[src/rtl/gts_pkg.sv]
// Shared definitions for the gate truth-table self-test sequencer:
// state encoding, vector count and error counter width.
package gts_pkg;

    localparam logic [1:0] GTS_IDLE   = 2'd0;
    localparam logic [1:0] GTS_DRIVE  = 2'd1;
    localparam logic [1:0] GTS_SAMPLE = 2'd2;
    localparam logic [1:0] GTS_DONE   = 2'd3;

    // A 2-input gate has exactly four input vectors, indexed {in1,in0}.
    localparam int GTS_NUM_VEC = 4;

    // Error counter must hold 0..GTS_NUM_VEC inclusive.
    localparam int GTS_ERR_W = 3;

    typedef enum logic [1:0] {
        ST_IDLE   = GTS_IDLE,
        ST_DRIVE  = GTS_DRIVE,
        ST_SAMPLE = GTS_SAMPLE,
        ST_DONE   = GTS_DONE
    } gts_state_e;

endpackage

[src/rtl/gate_truth_sequencer_if.sv]
// Bundle of the sequencer's harness-side and gate-side signals.
// Optional fail capture outputs exist only when GTS_FAIL_CAPTURE_EN is defined.
//
// Handshake: start is a level request with no ready/ack; it is sampled only
// while the sequencer is in IDLE or DONE (busy=0). A start seen while busy=1
// is dropped, not queued. done stays high until the next accepted start or
// reset, and pass/err_cnt are valid whenever done=1.
interface gate_truth_sequencer_if;

    logic                          start;
    logic                          in0;
    logic                          in1;
    logic                          out;
    logic                          busy;
    logic                          done;
    logic                          pass;
    logic [gts_pkg::GTS_ERR_W-1:0] err_cnt;
    logic [1:0]                    dbg_state;
`ifdef GTS_FAIL_CAPTURE_EN
    logic [1:0]                    fail_vec;
    logic                          fail_vld;

    modport slave (
        input  start, out,
        output in0, in1, busy, done, pass, err_cnt, dbg_state, fail_vec, fail_vld
    );

    modport master (
        output start, out,
        input  in0, in1, busy, done, pass, err_cnt, dbg_state, fail_vec, fail_vld
    );
`else
    modport slave (
        input  start, out,
        output in0, in1, busy, done, pass, err_cnt, dbg_state
    );

    modport master (
        output start, out,
        input  in0, in1, busy, done, pass, err_cnt, dbg_state
    );
`endif

endinterface

[src/rtl/gate_truth_sequencer.sv]
// Self-test controller for a 2-input, 1-output gate. Walks {in1,in0} through
// 00,01,10,11, holds each vector SETTLE_CYCLES cycles, samples the gate output
// on one extra cycle and counts mismatches against the EXPECT truth table.
// Optional feature macro: GTS_FAIL_CAPTURE_EN (records the first failing vector).
module gate_truth_sequencer
    import gts_pkg::*;
#(
    parameter int unsigned SETTLE_CYCLES = 2,
    parameter logic [3:0]  EXPECT        = 4'b0010
) (
    input  logic                  clk,
    input  logic                  rst,
    gate_truth_sequencer_if.slave bus
);

    // Settle counter only needs to reach SETTLE_CYCLES-1.
    localparam int unsigned SW = (SETTLE_CYCLES > 1) ? $clog2(SETTLE_CYCLES) : 1;
    localparam logic [SW-1:0] SETTLE_LAST = SW'(SETTLE_CYCLES - 1);
    localparam logic [1:0] VEC_LAST = 2'(GTS_NUM_VEC - 1);
    localparam logic [GTS_ERR_W-1:0] ERR_MAX = GTS_ERR_W'(GTS_NUM_VEC);

    if (SETTLE_CYCLES == 0) begin : g_settle_check
        $error("gate_truth_sequencer: SETTLE_CYCLES must be >= 1");
    end

    gts_state_e           r_state;
    gts_state_e           w_state_nxt;
    logic [1:0]           r_vec;
    logic [1:0]           w_vec_nxt;
    logic [1:0]           w_stim_nxt;
    logic [SW-1:0]        r_settle;
    logic [GTS_ERR_W-1:0] r_err_cnt;
    logic                 r_in0;
    logic                 r_in1;
    logic                 w_run_start;
    logic                 w_mismatch;
    logic                 w_vec_last;
    logic                 w_settle_last;

    // State register.
    always_ff @(posedge clk) begin
        if (rst) begin
            r_state <= ST_IDLE;
        end else begin
            r_state <= w_state_nxt;
        end
    end

    // Next-state, next-vector and sample-compare decode.
    always_comb begin
        w_state_nxt   = r_state;
        w_run_start   = 1'b0;
        w_vec_last    = (r_vec == VEC_LAST);
        w_settle_last = (r_settle == SETTLE_LAST);
        // X/Z from the gate counts as a mismatch, hence the 4-state compare.
        w_mismatch    = (r_state == ST_SAMPLE) && (bus.out !== EXPECT[r_vec]);

        case (r_state)
            ST_IDLE, ST_DONE: begin
                if (bus.start) begin
                    w_state_nxt = ST_DRIVE;
                    w_run_start = 1'b1;
                end
            end
            ST_DRIVE: begin
                if (w_settle_last) begin
                    w_state_nxt = ST_SAMPLE;
                end
            end
            ST_SAMPLE: begin
                w_state_nxt = w_vec_last ? ST_DONE : ST_DRIVE;
            end
            default: begin
                w_state_nxt = ST_IDLE;
            end
        endcase

        w_vec_nxt = r_vec;
        if (w_run_start) begin
            w_vec_nxt = 2'd0;
        end else if ((r_state == ST_SAMPLE) && !w_vec_last) begin
            w_vec_nxt = r_vec + 2'd1;
        end

        // Stimulus follows the vector while a run is active, else parks at 00.
        w_stim_nxt = 2'b00;
        if ((w_state_nxt == ST_DRIVE) || (w_state_nxt == ST_SAMPLE)) begin
            w_stim_nxt = w_vec_nxt;
        end
    end

    // Datapath: vector index, registered stimulus, settle counter, error count.
    always_ff @(posedge clk) begin
        if (rst) begin
            r_vec     <= 2'd0;
            r_in0     <= 1'b0;
            r_in1     <= 1'b0;
            r_settle  <= '0;
            r_err_cnt <= '0;
        end else begin
            r_vec <= w_vec_nxt;
            r_in0 <= w_stim_nxt[0];
            r_in1 <= w_stim_nxt[1];

            // Counts DRIVE cycles; zero everywhere else so each vector starts fresh.
            if ((r_state == ST_DRIVE) && !w_settle_last) begin
                r_settle <= r_settle + 1'b1;
            end else begin
                r_settle <= '0;
            end

            if (w_run_start) begin
                r_err_cnt <= '0;
            end else if (w_mismatch && (r_err_cnt != ERR_MAX)) begin
                r_err_cnt <= r_err_cnt + 1'b1;
            end
        end
    end

`ifdef GTS_FAIL_CAPTURE_EN
    logic [1:0] r_fail_vec;
    logic       r_fail_vld;

    // Latch the first failing vector of a run; later mismatches leave it alone.
    always_ff @(posedge clk) begin
        if (rst) begin
            r_fail_vec <= 2'd0;
            r_fail_vld <= 1'b0;
        end else if (w_run_start) begin
            r_fail_vec <= 2'd0;
            r_fail_vld <= 1'b0;
        end else if (w_mismatch && !r_fail_vld) begin
            r_fail_vec <= r_vec;
            r_fail_vld <= 1'b1;
        end
    end

    assign bus.fail_vec = r_fail_vec;
    assign bus.fail_vld = r_fail_vld;
`endif

    assign bus.in0       = r_in0;
    assign bus.in1       = r_in1;
    assign bus.busy      = (r_state == ST_DRIVE) || (r_state == ST_SAMPLE);
    assign bus.done      = (r_state == ST_DONE);
    assign bus.pass      = (r_state == ST_DONE) && (r_err_cnt == '0);
    assign bus.err_cnt   = r_err_cnt;
    assign bus.dbg_state = r_state;

endmodule

[src/flat_wrapper.sv]
// flat-port wrapper written by rule: the top's interface ports become plain ports
module gate_truth_sequencer_flat import gts_pkg::*;
#(
    parameter int unsigned SETTLE_CYCLES = 2,
    parameter logic [3:0]  EXPECT        = 4'b0010
)
  (clk, rst, bus_start, bus_out, bus_in0, bus_in1, bus_busy, bus_done, bus_pass, bus_err_cnt, bus_dbg_state);
  gate_truth_sequencer_if bus_i ();
  input  logic clk;
  input  logic rst;
  input wire logic [$bits(bus_i.start)-1:0] bus_start;
  input wire logic [$bits(bus_i.out)-1:0] bus_out;
  output wire logic [$bits(bus_i.in0)-1:0] bus_in0;
  output wire logic [$bits(bus_i.in1)-1:0] bus_in1;
  output wire logic [$bits(bus_i.busy)-1:0] bus_busy;
  output wire logic [$bits(bus_i.done)-1:0] bus_done;
  output wire logic [$bits(bus_i.pass)-1:0] bus_pass;
  output wire logic [$bits(bus_i.err_cnt)-1:0] bus_err_cnt;
  output wire logic [$bits(bus_i.dbg_state)-1:0] bus_dbg_state;
  assign bus_i.start = bus_start;
  assign bus_i.out = bus_out;
  assign bus_in0 = bus_i.in0;
  assign bus_in1 = bus_i.in1;
  assign bus_busy = bus_i.busy;
  assign bus_done = bus_i.done;
  assign bus_pass = bus_i.pass;
  assign bus_err_cnt = bus_i.err_cnt;
  assign bus_dbg_state = bus_i.dbg_state;
  gate_truth_sequencer #(.SETTLE_CYCLES(SETTLE_CYCLES), .EXPECT(EXPECT)) u_core (.clk(clk), .rst(rst), .bus(bus_i));
endmodule
[config.mk]
export PLATFORM = sky130hd
export DESIGN_NAME = gate_truth_sequencer_flat
export DESIGN_NICKNAME = d
export VERILOG_FILES = /design/src/rtl/gts_pkg.sv /design/src/rtl/gate_truth_sequencer_if.sv /design/src/rtl/gate_truth_sequencer.sv /design/src/flat_wrapper.sv
export SDC_FILE = /design/constraint.sdc
export NUM_CORES = 1
export LEC_CHECK = 0
export CAP_MARGIN = 20
export CELL_PAD_IN_SITES_DETAIL_PLACEMENT = 0
export CELL_PAD_IN_SITES_GLOBAL_PLACEMENT = 2
export CORE_MARGIN = 2
export CORE_UTILIZATION = 30
export CTS_BUF_LIST = sky130_fd_sc_hd__clkbuf_2
export DETAILED_ROUTE_END_ITERATION = 16
export MAX_ROUTING_LAYER = met4
export PLACE_DENSITY = 0.9
export SETUP_SLACK_MARGIN = 0.5
export SYNTH_ARGS = -nofsm -noshare
export SYNTH_HDL_FRONTEND = slang
export SYNTH_SLANG_ARGS = --single-unit
export TNS_END_PERCENT = 1
[constraint.sdc]
create_clock -name clk -period 2.9 [get_ports clk]
set_input_delay 0.58 -clock clk [delete_from_list [all_inputs] [get_ports clk]]
set_output_delay 0.58 -clock clk [all_outputs]
set_load 0.01 [all_outputs]
==> metrics.md <==
| Metric | Value |
|---|---|
| Run status | complete, no violations |
| Max-cap viol count | 0 |
| Synth cell types | 20 |
| Worst Tran Pin Value | just under 300 ps |
| Register area | roughly 200 um2 |
| GPL Wtd Cong | 0.685 |
| Critical path arrival | 1680 ps |
| Grt ovf | 0 |
| CTS Buf Count | 3 |
| Final Non-Filler Cells | 91 |
| Core Rows | 15 |
| Skew final | ~4.0 ps |
| Postcts setup bufs | 0 |
| Synth area leader | dfxtp_1 |
| Detailed placement HPWL | 758 um |
| Worst min-delay path category | flip-flop to flip-flop |
| Largest stage delay on the critical path | 530 ps |
| Critical Path Fanout Max | 7 |
| Sink Count | 10 |
| Deepest clock path buffer count | 2 |
| Most used cell, CP | inv_1 |
| Fill count | 177 |
| Die height | 45.7 um |
| Period utilization | 0.778 |
| Maximum number of pins on one net before global-route repair | 8 |
| CP Class | flip-flop to primary output |
| Post-synthesis register bit count | 10 |
| Cells after synthesis | 57 |
| Crit path time final | 2260 ps |
| Sequential area share after synthesis | 0.384 |
| Placed Cells | 87 |
| Syn-to-layout area delta | 32.9% |
| CP max stage cell | clkdlybuf4s50_1 |
| Crit path launch | u_core.bus.dbg_state[0]$_SDFF_PP0_ |
| Synth top area cells | dfxtp_1 (38%), ha_1 (19%), nor2_1 (6.5%), xor2_1 (5.0%), inv_1 (4.3%) |
| Commonest cells post-synth | dfxtp_1 (10), nor2_1 (9), ha_1 (8) |
| Worst-path cell chain | inv_1, ha_1, inv_1, clkdlybuf4s50_1 |
| Leak pwr | approximately 0.29 nW |
| Ys Warns | 0 |
| Cell area power density | 412 nW/um2 |
| Top_reg_cell synth | dfxtp_1 |
| Fraction of layout cells with a size suffix above 1 | 0.0676 |
| Mapped Area | 522 um2 |
| IO Port Bufs | 13 |
| Final Hold Viols | 0 |
| Initial Util | 0.309 |
| Most frequent cell after synthesis | dfxtp_1 |
| Share of the synthesized area in the top cell type | 0.384 |
| Worst path required time | 2320 ps |
| Fin. max-slew vios | 0 |
| Vias/cell | between 4 and 5 |
| # IOs | 14 |
| Nets | between 80 and 90 |
| EDFF count, synth | 0 |
| Clk_lat worst skew | 250 ps |
| Die Span X | 45.7 um |
| # H-tree levels | 1 |
| Nature of the critical path endpoint | primary output |
| Area of the multi-input gates | about 300 um2 |
| Total negative slack | 0 ps |
| Vias in the first global route | about 400 |
| # diodes | 0 |
| Residual DRC | 0 |
| Final WL | between 900 and 1000 um |
| Core box area | 1690 um2 |
| Max Clk Rate | 443 MHz |
| DR pass1 iterations | 4 |
| Worst slew margin | 0.801 |
| Antenna violations before repair | 0 |
| WP buf/inv | 3 |
| Syn Nets | 69 |
| Hold Startpoint | u_core.r_settle$_SDFF_PP0_ |
| Hold Buf Count CTS | 0 |
| Vias | 418 |
| # setup viols final | 0 |
| CTS root buf | clkbuf_2 |
| CTS tree | built |
| RSZ-0062 raised after global routing | false |
| Clock transition at path regs | between 100 and 150 ps |
| Async S/R FF share, synth | 0 |
| Mean Syn Cell Area | 9.15 um2 |
| Total GRT Usage | 0.113 |
| First DRT Iteration DRCs | 4 |
| First-pass GRT wire length | approximately 1600 um |
| Die Area | 2090 um2 |
| Routed WL per cell | 10.1 um |
| Number of routed nets with antenna violations | 0 |
| Reg-to-reg startpoint | u_core.bus.dbg_state[0]$_SDFF_PP0_ |
| Peak supply drop | approximately 160 uV |
| Worst setup SP type | flip-flop |
| Top delay family on crit path | buffers and inverters |
## cells by family (layout without fill, tap and decap cells)
group	after synthesis	in the layout	share of synthesized area
adder cells (fa/ha/maj)	8	8	0.192
AO/OA/AOI/OAI	5	5	0.0647
XOR/XNOR	5	5	0.0839
flip-flops	10	10	0.384
buffers and inverters	6	23	0.0432
AND/OR/NAND/NOR	22	22	0.213
multiplexers	1	1	0.0192
## worst paths after layout
kind,slack [ps],depth (start not counted),endpoint
hold / removal,470,1,u_core.r_settle$_SDFF_PP0_
hold reg to reg,470,1,u_core.r_settle$_SDFF_PP0_
setup reg to reg,1340,6,u_core.bus.in0$_SDFF_PP0_
setup / recovery,640,4,bus_busy
## worst register-to-register path, delay by kind of cell, from the launching register on
family,cells,cell delay (ps)
DFF,1,400
adders and majority gates,1,360
AOI/OAI and AO/OA,2,340
xor gates and xnor gates,1,220
and+or+nand+nor,1,80
buffers and inverters,1,60
## layout by cell type, fill, tap and decap left out, types with 2 or more instances in the layout
cell              n
nor2b_1           2
inv_1             6
a22oi_1           2
nand2b_1          2
clkbuf_2          3
xor2_1            3
nor2_1            9
clkdlybuf4s50_1  13
nand2_1           3
dfxtp_1           9
ha_1              8
xnor2_1           2
## power breakdown
part	internal, mW	switching (mW)	total [mW]
logic	0.0294	0.0277	0.0571
clock network	0.0300	0.0502	0.0802
registers	0.142	0.00583	0.148
## flip-flops by register name, summed over array words and instances, names as in the netlist
register	cells
u_core.bus.in0	1
u_core.r_settle	1
u_core.bus.in1	1
u_core.bus.err_cnt	3
u_core.r_vec	2
u_core.bus.dbg_state	2
## area by class of cell
class	instances	area share
Clock buffer	3	0.0217
Clock inverter	1	0.00542
Inverter	6	0.0325
Multi-Input combinational cell	41	0.431
Sequential cell	10	0.291
Tap cell	17	0.0307
Timing Repair Buffer	13	0.188
## per-layer routing
| layer | routed length [um] | GRT usage | vias up | share of wire |
|---|---|---|---|---|
| met5 | 0 | - | - | 0 |
| met4 | 14 | 0.0686 | 0 | 0.015 |
| met3 | 28 | 0.0238 | 2 | 0.030 |
| met2 | 457 | 0.180 | 13 | 0.50 |
| met1 | 423 | 0.127 | 183 | 0.46 |
| li1 | - | - | 220 | - |
## metrics by stage
step / util / instance area (um2) / total power [mW] / worst slack [ps] / hold WS (ps)
global placement: 0.399 / 673 / 0.208 / 889 / 449
finish: 0.410 / 693 / 0.285 / 643 / 470
floorplan: - / 522 / 0.184 / 1350 / 409
global route: 0.410 / 693 / 0.307 / 521 / 479
CTS: 0.410 / 692 / 0.289 / 546 / 474
detailed placement: 0.399 / 673 / 0.209 / 847 / 456
## timing repair
| action | CTS | global route |
|---|---|---|
| endpoints found under the hold margin | 0 | 0 |
| setup endpoints to repair | 0 | 1 |
| resized for setup | 0 | 1 |
Note: power is estimated with default switching activity, not from simulation.
